===== src/rtl/snoop_dispatch.sv =====
// snoop_dispatch: steers packets from one AXI-Stream snooper to one of
// N_CORES packet-filter cores. The core is chosen round-robin at packet
// start and held for the whole packet. Packets with no eligible core are
// discarded and counted. All core-side outputs are registered (1-cycle latency).
module snoop_dispatch #(
    parameter int N_CORES        = 4,
    parameter int ADDR_WIDTH     = 9,
    parameter int DATA_WIDTH     = 64,
    parameter int DROP_CNT_WIDTH = 32
) (
    input  logic                         axi_aclk,
    input  logic                         axi_areset,
    input  logic [ADDR_WIDTH-1:0]        wr_addr,
    input  logic [DATA_WIDTH-1:0]        wr_data,
    input  logic                         wr_en,
    input  logic                         done,
    output logic                         mem_ready,
    input  logic [N_CORES-1:0]           core_ready,
    input  logic [N_CORES-1:0]           core_en,
    output logic [ADDR_WIDTH-1:0]        core_wr_addr,
    output logic [DATA_WIDTH-1:0]        core_wr_data,
    output logic [N_CORES-1:0]           core_wr_en,
    output logic [N_CORES-1:0]           core_done,
    output logic [$clog2(N_CORES)-1:0]   sel,
    output logic                         busy,
    output logic [DROP_CNT_WIDTH-1:0]    drop_count
);

    localparam int SEL_W = $clog2(N_CORES);
    localparam logic [SEL_W-1:0]          LAST_RST = SEL_W'(N_CORES - 1);
    localparam logic [DROP_CNT_WIDTH-1:0] DROP_MAX = {DROP_CNT_WIDTH{1'b1}};
    localparam logic [DROP_CNT_WIDTH-1:0] DROP_ONE = {{(DROP_CNT_WIDTH-1){1'b0}}, 1'b1};
    localparam logic [N_CORES-1:0]        ONE_HOT0 = {{(N_CORES-1){1'b0}}, 1'b1};

    typedef enum logic [1:0] {
        ST_IDLE = 2'd0,
        ST_LOCK = 2'd1,
        ST_DROP = 2'd2
    } state_t;

    state_t                    state_q, state_d;
    logic [SEL_W-1:0]          sel_q, sel_d;
    logic [SEL_W-1:0]          last_q, last_d;
    logic [N_CORES-1:0]        wr_en_q, wr_en_d;
    logic [N_CORES-1:0]        done_q, done_d;
    logic [ADDR_WIDTH-1:0]     addr_q, addr_d;
    logic [DATA_WIDTH-1:0]     data_q, data_d;
    logic [DROP_CNT_WIDTH-1:0] drop_q, drop_d;
    logic                      busy_q, busy_d;

    logic [N_CORES-1:0]        elig_s;
    logic [SEL_W-1:0]          cand_s;

    // Decode a core index into a one-hot strobe vector.
    function automatic logic [N_CORES-1:0] onehot(input logic [SEL_W-1:0] idx);
        return ONE_HOT0 << idx;
    endfunction

    // First eligible index searching upward from last+1, wrapping around.
    // Returns last unchanged when nothing is eligible (caller checks |elig).
    function automatic logic [SEL_W-1:0] rr_pick(input logic [N_CORES-1:0] elig,
                                                 input logic [SEL_W-1:0]   last);
        logic [SEL_W-1:0] pick;
        logic [SEL_W-1:0] pos;
        logic             found;
        int               idx;
        pick  = last;
        found = 1'b0;
        for (int i = 1; i <= N_CORES; i++) begin
            idx = (int'(last) + i) % N_CORES;
            pos = idx[SEL_W-1:0];
            if (!found && elig[pos]) begin
                pick  = pos;
                found = 1'b1;
            end else begin
                pick  = pick;
            end
        end
        return pick;
    endfunction

    // Eligibility and round-robin candidate, only consumed at packet start.
    always_comb begin
        elig_s = core_ready & core_en;
        cand_s = rr_pick(elig_s, last_q);
    end

    // Next-state and registered-output decode for the dispatch FSM.
    always_comb begin
        state_d = state_q;
        sel_d   = sel_q;
        last_d  = last_q;
        wr_en_d = {N_CORES{1'b0}};
        done_d  = {N_CORES{1'b0}};
        addr_d  = addr_q;
        data_d  = data_q;
        drop_d  = drop_q;
        busy_d  = 1'b0;

        if (wr_en) begin
            addr_d = wr_addr;
            data_d = wr_data;
        end else begin
            addr_d = addr_q;
            data_d = data_q;
        end

        case (state_q)
            ST_IDLE: begin
                if (wr_en) begin
                    if (|elig_s) begin
                        sel_d   = cand_s;
                        last_d  = cand_s;
                        wr_en_d = onehot(cand_s);
                        if (done) begin
                            // Single-beat packet: write and done together.
                            done_d  = onehot(cand_s);
                            state_d = ST_IDLE;
                        end else begin
                            state_d = ST_LOCK;
                        end
                    end else begin
                        if (drop_q != DROP_MAX) begin
                            drop_d = drop_q + DROP_ONE;
                        end else begin
                            drop_d = drop_q;
                        end
                        if (done) begin
                            state_d = ST_IDLE;
                        end else begin
                            state_d = ST_DROP;
                        end
                    end
                end else begin
                    // A done without any beat is a zero-length packet: ignore.
                    state_d = ST_IDLE;
                end
            end
            ST_LOCK: begin
                if (wr_en) begin
                    wr_en_d = onehot(sel_q);
                end else begin
                    wr_en_d = {N_CORES{1'b0}};
                end
                if (done) begin
                    done_d  = onehot(sel_q);
                    state_d = ST_IDLE;
                end else begin
                    state_d = ST_LOCK;
                end
            end
            ST_DROP: begin
                if (done) begin
                    state_d = ST_IDLE;
                end else begin
                    state_d = ST_DROP;
                end
            end
            default: begin
                state_d = ST_IDLE;
            end
        endcase

        if (state_d != ST_IDLE) begin
            busy_d = 1'b1;
        end else begin
            busy_d = 1'b0;
        end
    end

    // State and output registers with asynchronous reset.
    always_ff @(posedge axi_aclk or posedge axi_areset) begin
        if (axi_areset) begin
            state_q <= ST_IDLE;
            sel_q   <= {SEL_W{1'b0}};
            last_q  <= LAST_RST;
            wr_en_q <= {N_CORES{1'b0}};
            done_q  <= {N_CORES{1'b0}};
            addr_q  <= {ADDR_WIDTH{1'b0}};
            data_q  <= {DATA_WIDTH{1'b0}};
            drop_q  <= {DROP_CNT_WIDTH{1'b0}};
            busy_q  <= 1'b0;
        end else begin
            state_q <= state_d;
            sel_q   <= sel_d;
            last_q  <= last_d;
            wr_en_q <= wr_en_d;
            done_q  <= done_d;
            addr_q  <= addr_d;
            data_q  <= data_d;
            drop_q  <= drop_d;
            busy_q  <= busy_d;
        end
    end

    assign mem_ready    = 1'b1;
    assign core_wr_addr = addr_q;
    assign core_wr_data = data_q;
    assign core_wr_en   = wr_en_q;
    assign core_done    = done_q;
    assign sel          = sel_q;
    assign busy         = busy_q;
    assign drop_count   = drop_q;

endmodule


===== config.mk =====
export PLATFORM = sky130hd
export DESIGN_NAME = snoop_dispatch
export DESIGN_NICKNAME = d
export VERILOG_FILES = /design/src/rtl/snoop_dispatch.sv
export SDC_FILE = /design/constraint.sdc
export NUM_CORES = 1
export LEC_CHECK = 0
export CAP_MARGIN = 20
export CORE_AREA = 3 3 112 114
export DETAILED_ROUTE_END_ITERATION = 8
export DIE_AREA = 0 0 115 117
export PLACE_DENSITY = 0.79
export SYNTH_ARGS = -nofsm -noshare
export SYNTH_HDL_FRONTEND = slang
export SYNTH_SLANG_ARGS = --single-unit
export TNS_END_PERCENT = 50

===== constraint.sdc =====
create_clock -name axi_aclk -period 4.1 [get_ports axi_aclk]
set_input_delay 0.615 -clock axi_aclk [delete_from_list [all_inputs] [get_ports axi_aclk]]
set_output_delay 0.615 -clock axi_aclk [all_outputs]
set_load 0.02 [all_outputs]

==> impl_metrics.json <==
{
  "ys_types": 49,
  "rsz0062_at_grt": "no",
  "setup_viol_count_final": 0,
  "whs_ps": 498,
  "path_clk_slew_ps": 50,
  "synth_top_area_frac": 0.593,
  "start_util": 0.433,
  "p_switching_w": 0.000934,
  "grt_pass1_wl_um": 20500,
  "drt_iter0_markers": 151,
  "path_max_fanout": 20,
  "cts_tree": "done",
  "synthCells": 365,
  "core_area_mm2": 0.0115,
  "crit_path_cell_trace": "clkdlybuf4s50_1 -> a22oi_1 -> nand4b_4 -> a31oi_1 -> buf_4 -> and4_1 -> xor2_1",
  "path_delay_family": "buffers and inverters",
  "internal_power_w": 0.00260,
  "fin_area_mm2": 0.00768,
  "pwr-share-clk": 0.387,
  "period_share": 0.555,
  "ant_nets": 0,
  "drc_errors": 0,
  "min_period_ps": 2280,
  "regToRegStartpoint": "drop_count[0]$_DFFE_PP0P_",
  "synth_nets": 451,
  "rr_endpoint": "drop_count[3]$_DFFE_PP0P_",
  "max_stage_delay_ps": 520,
  "synthFlopType": "dfrtp_1",
  "synthTopCellsByCount": "118 x dfrtp_1, 75 x mux2_2, 20 x xnor2_1, 19 x nand2_1, 15 x nand3_1",
  "syn_area_per_cell_um2": 13.6,
  "outcome": "complete, no violations",
  "combPwrFrac": 0.208,
  "overflow": 0,
  "async_flop_share": 1.00,
  "numCtsBuffers": 17,
  "ys_seq_area_frac": 0.603,
  "synth_most_common_cell": "dfrtp_1",
  "r2r_slack_ps": 1850,
  "area.growth.synth_to_final_pct": 54.2,
  "synth_seq_cells": 120,
  "fmax_ghz": 0.439,
  "crit_arrival_ps": 2600,
  "min_path_cells": 1,
  "fin_skew_ps": 6.45,
  "cp.required_ps": 4430,
  "routedWlPerCell_um": 17.6,
  "yosys_warnings": 0,
  "ir_worst_vdd_mv": 0.283,
  "nFillCells": 863,
  "placementRows": 39,
  "synth.largest_area_cell": "dfrtp_1",
  "dr.pass1.iters": 4,
  "p_leak_nw": 3.24,
  "ctsResizeCount": 0,
  "vias": 3738,
  "die-height_um": 117,
  "critPathCaptureType": "register",
  "vias_per_cell": 5.13,
  "dieArea_mm2": 0.0135,
  "cpMaxStageDelayCell": "a22oi_1",
  "grt_max_degree": 78,
  "crit_buf_inv": 2,
  "power.density_mw_per_mm2": 460,
  "synth_edf_count": 0,
  "slew_violations": 0,
  "port_buffers": 200,
  "num-nets-final": 658,
  "holdCritPathClass": "reg -> reg",
  "start_kind": "primary input",
  "cap_violations": 0,
  "cts_root_buf": "clkbuf_16",
  "p_seq_frac": 0.405,
  "path_class": "in -> reg",
  "drive_gt1_frac": 0.198,
  "maxSlewHeadroom": 0.335,
  "ctsHoldBuffers": 0,
  "critPathLaunch": "core_ready[2]",
  "cts_max_path_buffers": 2,
  "die_x_um": 115,
  "place_area_mm2": 0.00713,
  "cts_sinks": 120,
  "worstMarginPinSlew_ps": 997,
  "cts_setup_buffers": 0,
  "min_from": "drop_count[24]$_DFFE_PP0P_",
  "synth_area_mm2": 0.00498,
  "worstSkewPairLatency_ps": 400,
  "ioPinCount": 202,
  "p_sw_frac": 0.265,
  "hold_path_end": "drop_count[24]$_DFFE_PP0P_",
  "dp_hpwl_um": 9310,
  "finish.utilization": 0.667,
  "wirelength_um": 12800,
  "gp_congestion": 0.859,
  "htree_levels": 4,
  "antenna_cells": 0,
  "grt_use_total": 0.197,
  "ys_top_cells_by_area": "dfrtp_1 59%, mux2_2 17%, xnor2_1 3.5%",
  "grt_pass1_vias": 3992,
  "rr_worst_depth": 7,
  "hold_viol": 0,
  "antenna_found_initial": 0,
  "fin_tns_setup_ps": 0
}
==> power by group through the flow <==
stage,sequential [W],combinational [W],clock [W]
floorplan,0.00156,0.000236,0
global placement,0.00144,0.000725,0
detailed placement,0.00145,0.000741,0
CTS,0.00143,0.000745,0.00139
global route,0.00145,0.000784,0.00145
finish,0.00143,0.000735,0.00137
==> per-layer routing <==
metal	routed length [µm]	GRT usage	up-vias
met2	6680	0.343	127
met1	5000	0.222	1875
li1	-	-	1720
met3	880	0.0663	16
met4	216	0.0837	0
met5	0	0	-
==> metrics by stage <==
stage	std cells	setup WS, ps	total power (W)
after floorplan	365	302	0.00180
after global placement	696	1470	0.00216
after detailed placement	696	1420	0.00219
after CTS	728	1840	0.00357
after global routing	728	1640	0.00369
final	728	1820	0.00353
==> worst register-to-register path, cell delays in order, from the launching register on <==
cell	delay, ps
dfrtp_1	420
ha_1	210
nand3_1	160
nor4_1	580
a31oi_1	150
buf_4	240
and4_1	240
xor2_1	140
==> sequential cells by signal (all words and copies together), names as in the netlist <==
signal and cells:
core_wr_data 64, last_q 2, drop_count 32, core_wr_en 4
core_done 4, core_wr_addr 9, busy 1, sel 2
state_q 2
==> how the worst max path moves through the flow <==
stage / to / slack (ps) / depth (start not counted)
floorplan: busy$_DFF_PP0_ / 300 / 1
global placement: drop_count[1]$_DFFE_PP0P_ / 1470 / 6
detailed placement: drop_count[3]$_DFFE_PP0P_ / 1420 / 7
CTS: drop_count[3]$_DFFE_PP0P_ / 1840 / 7
global route: drop_count[3]$_DFFE_PP0P_ / 1640 / 7
finish: drop_count[13]$_DFFE_PP0P_ / 1820 / 7
==> layout make-up <==
cell class,instances,area (µm²),area share
Sequential cell,120,3010,0.391
Multi-Input combinational cell,226,1890,0.247
Clock buffer,31,548,0.0713
Tap cell,143,179,0.0233
Inverter,4,17.5,0.00228
Clock inverter,1,5.00,0.000652
Timing Repair Buffer,203,2030,0.265
==> placed cells by master (no fill, tap or decap), drive strengths merged, types with 8 or more instances in the layout <==
cell type	count
nand4	11
and3	9
clkdlybuf4s50	199
mux2	78
dfrtp	118
xor2	8
nand3	15
nand2	19
clkbuf	31
xnor2	20
==> kinds of logic after synthesis <==
family / count (synthesis) / share of synthesized area
AOI/OAI and AO/OA: 29 / 0.0417
xor gates and xnor gates: 28 / 0.0492
adders and majority gates: 1 / 0.00251
buffers and inverters: 19 / 0.0163
DFF: 120 / 0.603
muxes: 79 / 0.178
other: 1 / 0.000753
and+or+nand+nor: 88 / 0.108
Note: power is estimated with default switching activity, not from simulation.
